[src/rtl/expr_sig_accum.sv]
// expr_sig_accum: folds each accepted result vector into a 32-bit MISR
// signature. After a programmed number of vectors it compares the signature
// with an expected value and reports pass/fail.
module expr_sig_accum #(
  parameter int          Y_WIDTH   = 90,
  parameter int          CNT_WIDTH = 16,
  parameter logic [31:0] POLY      = 32'h04C11DB7
) (
  input  logic                 clk,
  input  logic                 rst_n,
  input  logic                 start,
  input  logic                 abort,
  input  logic [CNT_WIDTH-1:0] num_vec,
  input  logic [31:0]          seed,
  input  logic [31:0]          exp_sig,
  input  logic                 in_valid,
  output logic                 in_ready,
  input  logic [Y_WIDTH-1:0]   in_y,
  output logic                 busy,
  output logic                 done,
  output logic                 pass,
  output logic                 aborted,
  output logic [31:0]          sig,
  output logic [CNT_WIDTH-1:0] vec_cnt
);

  typedef enum logic [1:0] {
    S_IDLE  = 2'd0,
    S_RUN   = 2'd1,
    S_CHECK = 2'd2
  } state_t;

  state_t               r_state;
  state_t               w_state_next;
  logic [31:0]          r_sig;
  logic [CNT_WIDTH-1:0] r_vec_cnt;
  logic [CNT_WIDTH-1:0] r_num_vec;
  logic [31:0]          r_exp_sig;
  logic                 r_done;
  logic                 r_pass;
  logic                 r_aborted;

  logic                 w_accept;
  logic [CNT_WIDTH-1:0] w_cnt_inc;
  logic [95:0]          w_y_pad;
  logic [31:0]          w_fold;
  logic [31:0]          w_sig_next;

  // Vectors narrower than 96 bits are zero-padded so the top chunk is
  // simply the remaining bits above bit 63.
  assign w_y_pad    = 96'(in_y);
  assign w_fold     = w_y_pad[31:0] ^ w_y_pad[63:32] ^ w_y_pad[95:64];
  assign w_sig_next = ({r_sig[30:0], 1'b0} ^ (r_sig[31] ? POLY : 32'h0)) ^ w_fold;

  assign in_ready  = (r_state == S_RUN);
  assign busy      = (r_state != S_IDLE);
  assign w_accept  = in_valid && in_ready;
  assign w_cnt_inc = r_vec_cnt + CNT_WIDTH'(1);

  assign sig     = r_sig;
  assign vec_cnt = r_vec_cnt;
  assign done    = r_done;
  assign pass    = r_pass;
  assign aborted = r_aborted;

  // State register.
  // NOTE: sequential state uses non-blocking assignments so every flop
  // samples the pre-edge values of the others, independent of block order.
  always_ff @(posedge clk or negedge rst_n) begin
    if (!rst_n) r_state <= S_IDLE;
    else        r_state <= w_state_next;
  end

  // Next-state logic: start in IDLE, vector countdown in RUN, abort exits.
  // NOTE: the default assignment first means every path drives the
  // next state, so no latch is inferred.
  always_comb begin
    w_state_next = r_state;
    case (r_state)
      S_IDLE: begin
        if (start) w_state_next = (num_vec == '0) ? S_CHECK : S_RUN;
      end
      S_RUN: begin
        if (abort)                                     w_state_next = S_IDLE;
        else if (w_accept && (w_cnt_inc == r_num_vec)) w_state_next = S_CHECK;
      end
      S_CHECK: w_state_next = S_IDLE;
      default: w_state_next = S_IDLE;
    endcase
  end

  // Datapath: run setup, MISR folding, final compare and sticky flags.
  always_ff @(posedge clk or negedge rst_n) begin
    if (!rst_n) begin
      r_sig     <= '0;
      r_vec_cnt <= '0;
      r_num_vec <= '0;
      r_exp_sig <= '0;
      r_done    <= 1'b0;
      r_pass    <= 1'b0;
      r_aborted <= 1'b0;
    end else begin
      r_done <= 1'b0;
      case (r_state)
        S_IDLE: begin
          if (start) begin
            r_sig     <= seed;
            r_vec_cnt <= '0;
            r_pass    <= 1'b0;
            r_aborted <= 1'b0;
            r_num_vec <= num_vec;
            r_exp_sig <= exp_sig;
          end
        end
        S_RUN: begin
          // Abort wins over a same-cycle accept; that vector is dropped.
          if (abort) begin
            r_aborted <= 1'b1;
            r_pass    <= 1'b0;
          end else if (w_accept) begin
            r_sig     <= w_sig_next;
            r_vec_cnt <= w_cnt_inc;
          end
        end
        S_CHECK: begin
          if (abort) begin
            r_aborted <= 1'b1;
            r_pass    <= 1'b0;
          end else begin
            r_pass <= (r_sig == r_exp_sig);
            r_done <= 1'b1;
          end
        end
        default: ;
      endcase
    end
  end

endmodule

[config.mk]
export PLATFORM = sky130hd
export DESIGN_NAME = expr_sig_accum
export DESIGN_NICKNAME = d
export VERILOG_FILES = /design/src/rtl/expr_sig_accum.sv
export SDC_FILE = /design/constraint.sdc
export NUM_CORES = 1
export LEC_CHECK = 0
export BUFFER_PORTS_ARGS = -buffer_cell sky130_fd_sc_hd__buf_2
export CORE_MARGIN = 8
export CORE_UTILIZATION = 34
export DETAILED_ROUTE_END_ITERATION = 6
export GPL_ROUTABILITY_DRIVEN = 0
export PLACE_DENSITY = 0.59
export SKIP_CTS_REPAIR_TIMING = 1
export SLEW_MARGIN = 0
export SYNTH_ARGS = -nofsm -noshare
export SYNTH_HDL_FRONTEND = slang
export SYNTH_SLANG_ARGS = --single-unit
[constraint.sdc]
create_clock -name clk -period 5.59 [get_ports clk]
set_input_delay 0.559 -clock clk [delete_from_list [all_inputs] [get_ports clk]]
set_output_delay 0.559 -clock clk [all_outputs]
set_load 0.01 [all_outputs]
==> results of run 1 <==
==> state kept, by name, summed over array words and instances, names as in the netlist <==
signal and cells:
r_num_vec 16, vec_cnt 16, sig 32, r_exp_sig 32
pass 1, aborted 1, done 1, r_state 2
==> logic make-up (layout without fill, tap and decap cells) <==
logic type,Yosys count,in the layout
adder cells (fa/ha/maj),5,5
AND/OR/NAND/NOR,145,145
AO/OA/AOI/OAI,107,107
buffers and inverters,41,253
XOR/XNOR,151,151
flip-flops,101,101
multiplexers,68,68
==> power breakdown <==
part           switching, uW  leakage, uW  total [uW]  internal, uW
Combinational           1040      0.00202        2050          1000
Clock                    309     0.000142         624           316
Sequential               339      0.00125        1390          1050
Total                   1690      0.00341        4060          2370
==> per-layer routing <==
layer / vias to the layer above / wire length (um)
met1: 2432 / 7505
met5: - / 12
met3: 15 / 1829
met2: 200 / 9508
met4: 2 / 255
li1: 2562 / -
==> stage by stage <==
stage          instance area [um2]  hold WS, ns
3_3_place_gp                  7488       0.4689
5_1_grt                       7775       0.3234
6_report                      7775       0.2688
3_5_place_dp                  7488       0.4868
2_1_floorplan                 6173       0.2634
4_1_cts                       7775       0.3068
==> worst max-delay path, cell delays in order, from the launching register on <==
cell and delay (ns):
dfrtp_1 0.41, inv_1 0.12, ha_2 0.77, inv_1 0.14, a22oi_1 0.23, or2_2 0.53
buf_4 0.49, nor3_1 0.10, a21o_1 0.16, a22o_1 0.17
==> final timing paths <==
path,from,endpoint,slack (ns)
worst max-delay path,r_state[1]$_DFFE_PN0P_,vec_cnt[15]$_DFFE_PN0P_,2.32
worst min-delay path,rst_n,done$_DFF_PN0_,0.27
worst max register to register,r_state[1]$_DFFE_PN0P_,vec_cnt[15]$_DFFE_PN0P_,2.32
worst min register to register,pass$_DFFE_PN0P_,pass$_DFFE_PN0P_,0.49
max in group asynchronous,rst_n,pass$_DFFE_PN0P_,4.22
min in group clk,exp_sig[8],r_exp_sig[8]$_DFFE_PN0P_,0.43
==> cells in the final DEF, fill, tap and decap left out, drive strengths merged, types with 5 or more instances in the layout <==
cell	count
a21oi	26
buf	232
clkbuf	10
dfrtp	101
ha	5
inv	11
mux2	49
mux2i	19
nand2	51
nand3	16
nand4	16
nor2	27
nor3	5
nor4	10
o21ai	48
o31ai	6
xnor2	142
xor2	9
==> final cells by class <==
class / instances / area (um2)
fill: 1797 / 10130
multi-input combinational: 476 / 3480
sequential: 101 / 2527
timing repair buffer: 232 / 1176
tap: 229 / 286.5
clock buffer: 10 / 229.0
clock inverter: 6 / 57.56
inverter: 5 / 18.77
==> key figures, run 1 <==
Global routing
  – Tot GR Track Use: 17.11%
  – Most Crowded Layer GR: met2
  – Initial antenna violation count: 1
  – Largest net degree at the start of global routing: between 60 and 70
  – GRT met3 Usage: between 6 and 7%
  – First-pass GRT wire length: 29610 um
  – Vias in the first global route: 5455
  – Met1 usage: 19.61%
  – Met2 Track Usage GR: about 29%
  – Total grt overflow: 0

Worst setup path
  – Worst Setup End Kind: register
  – CP max FO: 46
  – R2R cell count: 9
  – Worst endpoint required time: 5.84 ns
  – Data arrival time of the worst path: about 3.5 ns
  – Startpoint Class: register
  – Kind of critical path: register to register

Finish
  – Util after Layout: 43.43%
  – Ant diodes: 0
  – Area Growth Syn to Fin: 25.94%
  – Share of cells above drive strength 1: between 30% and 40%
  – Layout Nets: about 1000
  – Final std cells w/o fill: 1059

Timing
  – Min Tclk post-route: 3.274 ns
  – Setup TNS: 0 ns
  – Max Slew Vio Count: 0
  – FMAX: ~310 MHz
  – Final setup margin: 2.316 ns
  – Slew Limit Headroom: about two fifths
  – Least-Margin Pin Slew: ~0.89 ns
  – Post-Route Skew: between 0.007 and 0.008 ns
  – Tcrit/Tclk final: around three fifths
  – RSZ-0062 raised after global routing: no
  – # setup viols final: 0
  – Final Hold Vio Count: 0

Synthesis
  – Synthesized netlist cell count: a little over 600
  – Mapped cell area: just over 6000 um2
  – Adder-Cell Fraction of Synth Area: just over 1%
  – Syn_area_per_cell: between 9 and 10 um2
  – Synth top area cells: dfrtp_1 41%, xnor2_1 20%, mux2_2 8.8%, nand2_1 3.1%, mux2i_1 3.1%
  – Number of distinct library cells after synthesis: 51
  – Number of flops mapped to enable cells by yosys: 0
  – Most common flop cell mapped by yosys: dfrtp_1
  – Most numerous cell in the Yosys netlist: xnor2_1
  – Syn_nets: between 700 and 800
  – YS warnings: 0
  – Multiplexer share of the synthesized area: 12.02%
  – Yosys top cell area share: between 40% and 50%
  – Synth Area in Compound Gates: around a tenth
  – Sequential fraction of the synthesis area: 40.94%
  – Flops & latches, synth: ~100
  – Post-synth ARST share: 100.0%
  – Synth Area in XOR/XNOR: between 20 and 25%
  – Post-synth top cells: 142 x xnor2_1, 101 x dfrtp_1, 51 x nand2_1, 48 x mux2_2, 27 x nor2_1
  – Largest family of logic cells by synthesized area: XOR/XNOR gates
  – Post-synthesis simple-gate area fraction: a little under an eighth
  – Cell taking the most area after synthesis: dfrtp_1

Place
  – Post-Place Setup Slack: between 2 and 2.5 ns
  – Post-DP HPWL: about 15000 um
  – # port buffers: ~230
  – Number of placed instances, taps included: 1043

Run
  – Maxcap violations: 0

Clock network
  – Clock transition at the registers of the reported paths: 0.07 ns
  – Clock Latency Late Sink: about 0.36 ns
  – CTS buffer count: 9
  – Clock tree root buffer cell: clkbuf_16
  – Max clock buf depth: 2
  – Clock sink count: between 100 and 150
  – H-tree Lvls: 3
  – CTS tree: done

Power
  – Leakage power: between 0.003 and 0.004 uW
  – Max rail drop VDD: around 0.00024 V
  – Final Total Pwr: 4059 uW
  – Pwr Density: 522.0 nW/um2

Die
  – Starting Density: 34.48%
  – DIE AREA: ~23000 um2
  – Die height: around 150 um
  – Io pins: about 230
  – Core region area: 17900 um2
  – Row cnt: slightly below 50
  – Die width: approximately 150 um

Routing
  – Drt total wl: 19110 um
  – WL/cell: 18.05 um
  – Final ANT Viol Nets: 0
  – Post-route DRC violation count: 0
  – Total vias in the final route: between 5000 and 6000
  – DRT Pass-1 Iters: 4
  – DR vias/cell: 4.921
  – Initial drt markers: ~290

Worst hold path
  – HP Class: input port to asynchronous set/reset pin

Run status
  – Status: finished clean
No activity file was read; power rests on OpenSTA's default activity.
==> run 2: changes to the inputs <==
--- a/config.mk
+++ b/config.mk
@@ -10,7 +10,7 @@
 export CORE_UTILIZATION = 34
 export DETAILED_ROUTE_END_ITERATION = 6
 export GPL_ROUTABILITY_DRIVEN = 0
-export PLACE_DENSITY = 0.59
+export PLACE_DENSITY = 0.61
 export SKIP_CTS_REPAIR_TIMING = 1
 export SLEW_MARGIN = 0
 export SYNTH_ARGS = -nofsm -noshare
==> constraint.sdc (replaced) <==
create_clock -name clk -period 2.69 [get_ports clk]
set_input_delay 0.269 -clock clk [delete_from_list [all_inputs] [get_ports clk]]
set_output_delay 0.269 -clock clk [all_outputs]
set_load 0.01 [all_outputs]
==> run 2 against run 1 <==
Compared with the run above:
- clock power grew 110%
- setup slack worse by 2.0 ns
- power rose by 110%
- final area is 1.4% higher
- non-clock buffer count increased by 8
- largest cell class unchanged
==> key figures, run 2 (synthesis results as in run 1) <==
Finish
  – Final std cells w/o fill: 1069 (was 1059)
  – Share of cells above drive strength 1: 36.87% (was 36.27%)
  – Layout Nets: 1013 (was 1005)
  – Fillcell total: 1762 (was 1797)
  – Fin area: 7885 um2 (was 7775 um2)
  – Commonest non-fill, non-tap cells in the layout: 226 x buf_2, 142 x xnor2_1, 101 x dfrtp_1, 50 x nand2_1, 48 x mux2_2 (unchanged)
  – Multi-input logic area: 3480 um2 (unchanged)
  – Util after Layout: 44.05% (was 43.43%)
  – FF/Latch Area: 2527 um2 (unchanged)
  – Area Growth Syn to Fin: 27.73% (was 25.94%)
  – Most common cell after layout, fill and taps aside: buf_2 (unchanged)

Clock network
  – Clock transition at the registers of the reported paths: 0.07 ns (about the same)
  – Max clock buf depth: 2 (unchanged)
  – CTS tree: done (unchanged)
  – Clock Latency Late Sink: 0.35 ns (was 0.36 ns)
  – CTS buffer count: 9 (unchanged)
  – H-tree Lvls: 3 (unchanged)
  – Clock sink count: 101 (unchanged)
  – Clock tree root buffer cell: clkbuf_16 (unchanged)

Worst setup path
  – CP max FO: 8 (was 46)
  – Worst endpoint required time: 2.96 ns (was 5.84 ns)
  – Critical Path Slowest Stage Cell: dfrtp_1 (was ha_2)
  – Kind of critical path: register to register (unchanged)
  – R2R Path End: r_state[0]$_DFFE_PN0P_ (was vec_cnt[15]$_DFFE_PN0P_)
  – R2R cell count: 7 (was 9)
  – Worst path max stage delay: 0.49 ns (was 0.77 ns)
  – Worst Setup End Kind: register (unchanged)
  – Reg2reg start: vec_cnt[0]$_DFFE_PN0P_ (was r_state[1]$_DFFE_PN0P_)
  – Cell mode on critical path: nor4_2 (was inv_1)
  – CP endpoint: r_state[0]$_DFFE_PN0P_ (was vec_cnt[15]$_DFFE_PN0P_)
  – Data arrival time of the worst path: 2.63 ns (was 3.52 ns)
  – Crit path launch: vec_cnt[0]$_DFFE_PN0P_ (was r_state[1]$_DFFE_PN0P_)
  – Startpoint Class: register (unchanged)
  – Crit path cell chain: ha_1 > nand3_1 > nor4_2 > o221ai_1 > nor4_2 > a31oi_1 > o211ai_1 (was inv_1 > ha_2 > inv_1 > a22oi_1 > or2_2 > buf_4 > nor3_1 > a21o_1 > a22o_1)
  – Flop-to-flop setup slack: 0.33 ns (was 2.32 ns)

Power
  – Sw Share: 41.33% (was 41.68%)
  – Gate power share: 51.2% (was 50.4%)
  – Clk pwr share: 15.2% (was 15.4%)
  – Sequential share of power: 33.5% (was 34.2%)
  – Leakage power: 0.003470 uW (was 0.003413 uW)
  – Sw power: 3550 uW (was 1692 uW)
  – P_int: 5039 uW (was 2367 uW)
  – Pwr Density: 1089 nW/um2 (was 522.0 nW/um2)
  – Max rail drop VDD: 0.0005083 V (was 0.0002393 V)

Timing
  – RSZ-0062 raised after global routing: no (unchanged)
  – FMAX: 424.3 MHz (was 305.5 MHz)
  – # setup viols final: 0 (unchanged)
  – Final setup margin: 0.3330 ns (was 2.316 ns)
  – Setup TNS: 0 ns (unchanged)
  – Least-Margin Pin Slew: 0.5695 ns (was 0.8882 ns)
  – Max Slew Vio Count: 0 (unchanged)
  – Final Hold Vio Count: 0 (unchanged)
  – Min Tclk post-route: 2.357 ns (was 3.274 ns)
  – Slew Limit Headroom: 62.03% (was 40.79%)
  – Post-Route Skew: 0.01182 ns (was 0.007708 ns)
  – Tcrit/Tclk final: 87.62% (was 58.56%)

Routing
  – Drt total wl: 19380 um (was 19110 um)
  – DRT Pass-1 Iters: 4 (unchanged)
  – Total vias in the final route: 5244 (was 5211)
  – Initial drt markers: 218 (was 291)
  – DR vias/cell: 4.906 (was 4.921)
  – Final ANT Viol Nets: 0 (unchanged)
  – WL/cell: 18.12 um (was 18.05 um)
  – Post-route DRC violation count: 0 (unchanged)

Die
  – Core region area: 17900 um2 (unchanged)
  – Die width: 150.8 um (unchanged)
  – Io pins: 228 (unchanged)
  – Die height: 150.8 um (unchanged)
  – DIE AREA: 22730 um2 (unchanged)
  – Starting Density: 34.48% (unchanged)
  – Row cnt: 49 (unchanged)

Place
  – Placed Area: 7566 um2 (was 7488 um2)
  – # port buffers: 227 (unchanged)
  – Number of placed instances, taps included: 1050 (was 1043)
  – Post-DP HPWL: 15470 um (was 15140 um)
  – Post-Place Setup Slack: 0.3922 ns (was 2.240 ns)

Global routing
  – Initial antenna violation count: 1 (unchanged)
  – Largest net degree at the start of global routing: 43 (was 61)
  – First-pass GRT wire length: 29770 um (was 29610 um)
  – Total grt overflow: 0 (unchanged)
  – Tot GR Track Use: 17.26% (was 17.11%)
  – Vias in the first global route: 5537 (was 5455)

Worst hold path
  – HP Class: input port to register (was input port to asynchronous set/reset pin)

Run
  – Maxcap violations: 0 (unchanged)

Run status
  – Status: finished clean (unchanged)
[run 2: changes by cell type in the layout (fill, tap and decap cells not counted), sizes merged]
cell,delta
buf,+7
clkinv,+3
diode,+2
dlygate4sd3,+1
inv,-3
[run 2: metrics by stage]
stage | hold WS (ns) | power [uW]
floorplan | -0.02659 | 5926
global placement | 0.3016 | 7316
detailed placement | 0.3049 | 7398
CTS | -0.07756 | 8752
global route | 0.1273 | 9275
finish | 0.1384 | 8589
[run 2: critical path: cells and delay by family (launching register included)]
family                   cells  cell delay, ns
flip-flops                   1            0.49
adder cells (fa/ha/maj)      1            0.29
AND/OR/NAND/NOR              3            0.93
AO/OA/AOI/OAI                3            0.56
[run 2: worst min-delay path by stage]
stage | startpoint | to | cells past startpoint
2_1_floorplan | rst_n | aborted$_DFFE_PN0P_ | 0
3_3_place_gp | rst_n | r_num_vec[11]$_DFFE_PN0P_ | 1
3_5_place_dp | rst_n | r_num_vec[12]$_DFFE_PN0P_ | 1
4_1_cts | rst_n | r_num_vec[14]$_DFFE_PN0P_ | 1
5_1_grt | exp_sig[20] | r_exp_sig[20]$_DFFE_PN0P_ | 2
6_report | exp_sig[18] | r_exp_sig[18]$_DFFE_PN0P_ | 2
[run 2: per-layer routing]
layer	GRT usage (%)	up-vias	part of all wire [%]
li1	-	2581	-
met1	20.51	2448	41
met2	29.53	201	50
met3	5.921	12	8.1
met4	3.711	2	0.98
met5	0	-	0.067
[run 2: layout make-up]
cell class	count	area share (%)
multi-input combinational	476	44.13
timing repair buffer	240	16.03
tap	229	3.634
clock buffer	10	3.031
inverter	5	0.2380
antenna	2	0.06347
clock inverter	6	0.8251
sequential	101	32.05
[run 2: power groups by stage]
| stage | Combinational, uW | Clock [uW] | Sequential [uW] |
|---|---|---|---|
| detailed placement | 4480 | 0 | 2920 |
| finish | 4400 | 1310 | 2880 |
| CTS | 4490 | 1360 | 2900 |
| floorplan | 3100 | 0 | 2830 |
| global route | 4880 | 1410 | 2980 |
| global placement | 4420 | 0 | 2900 |
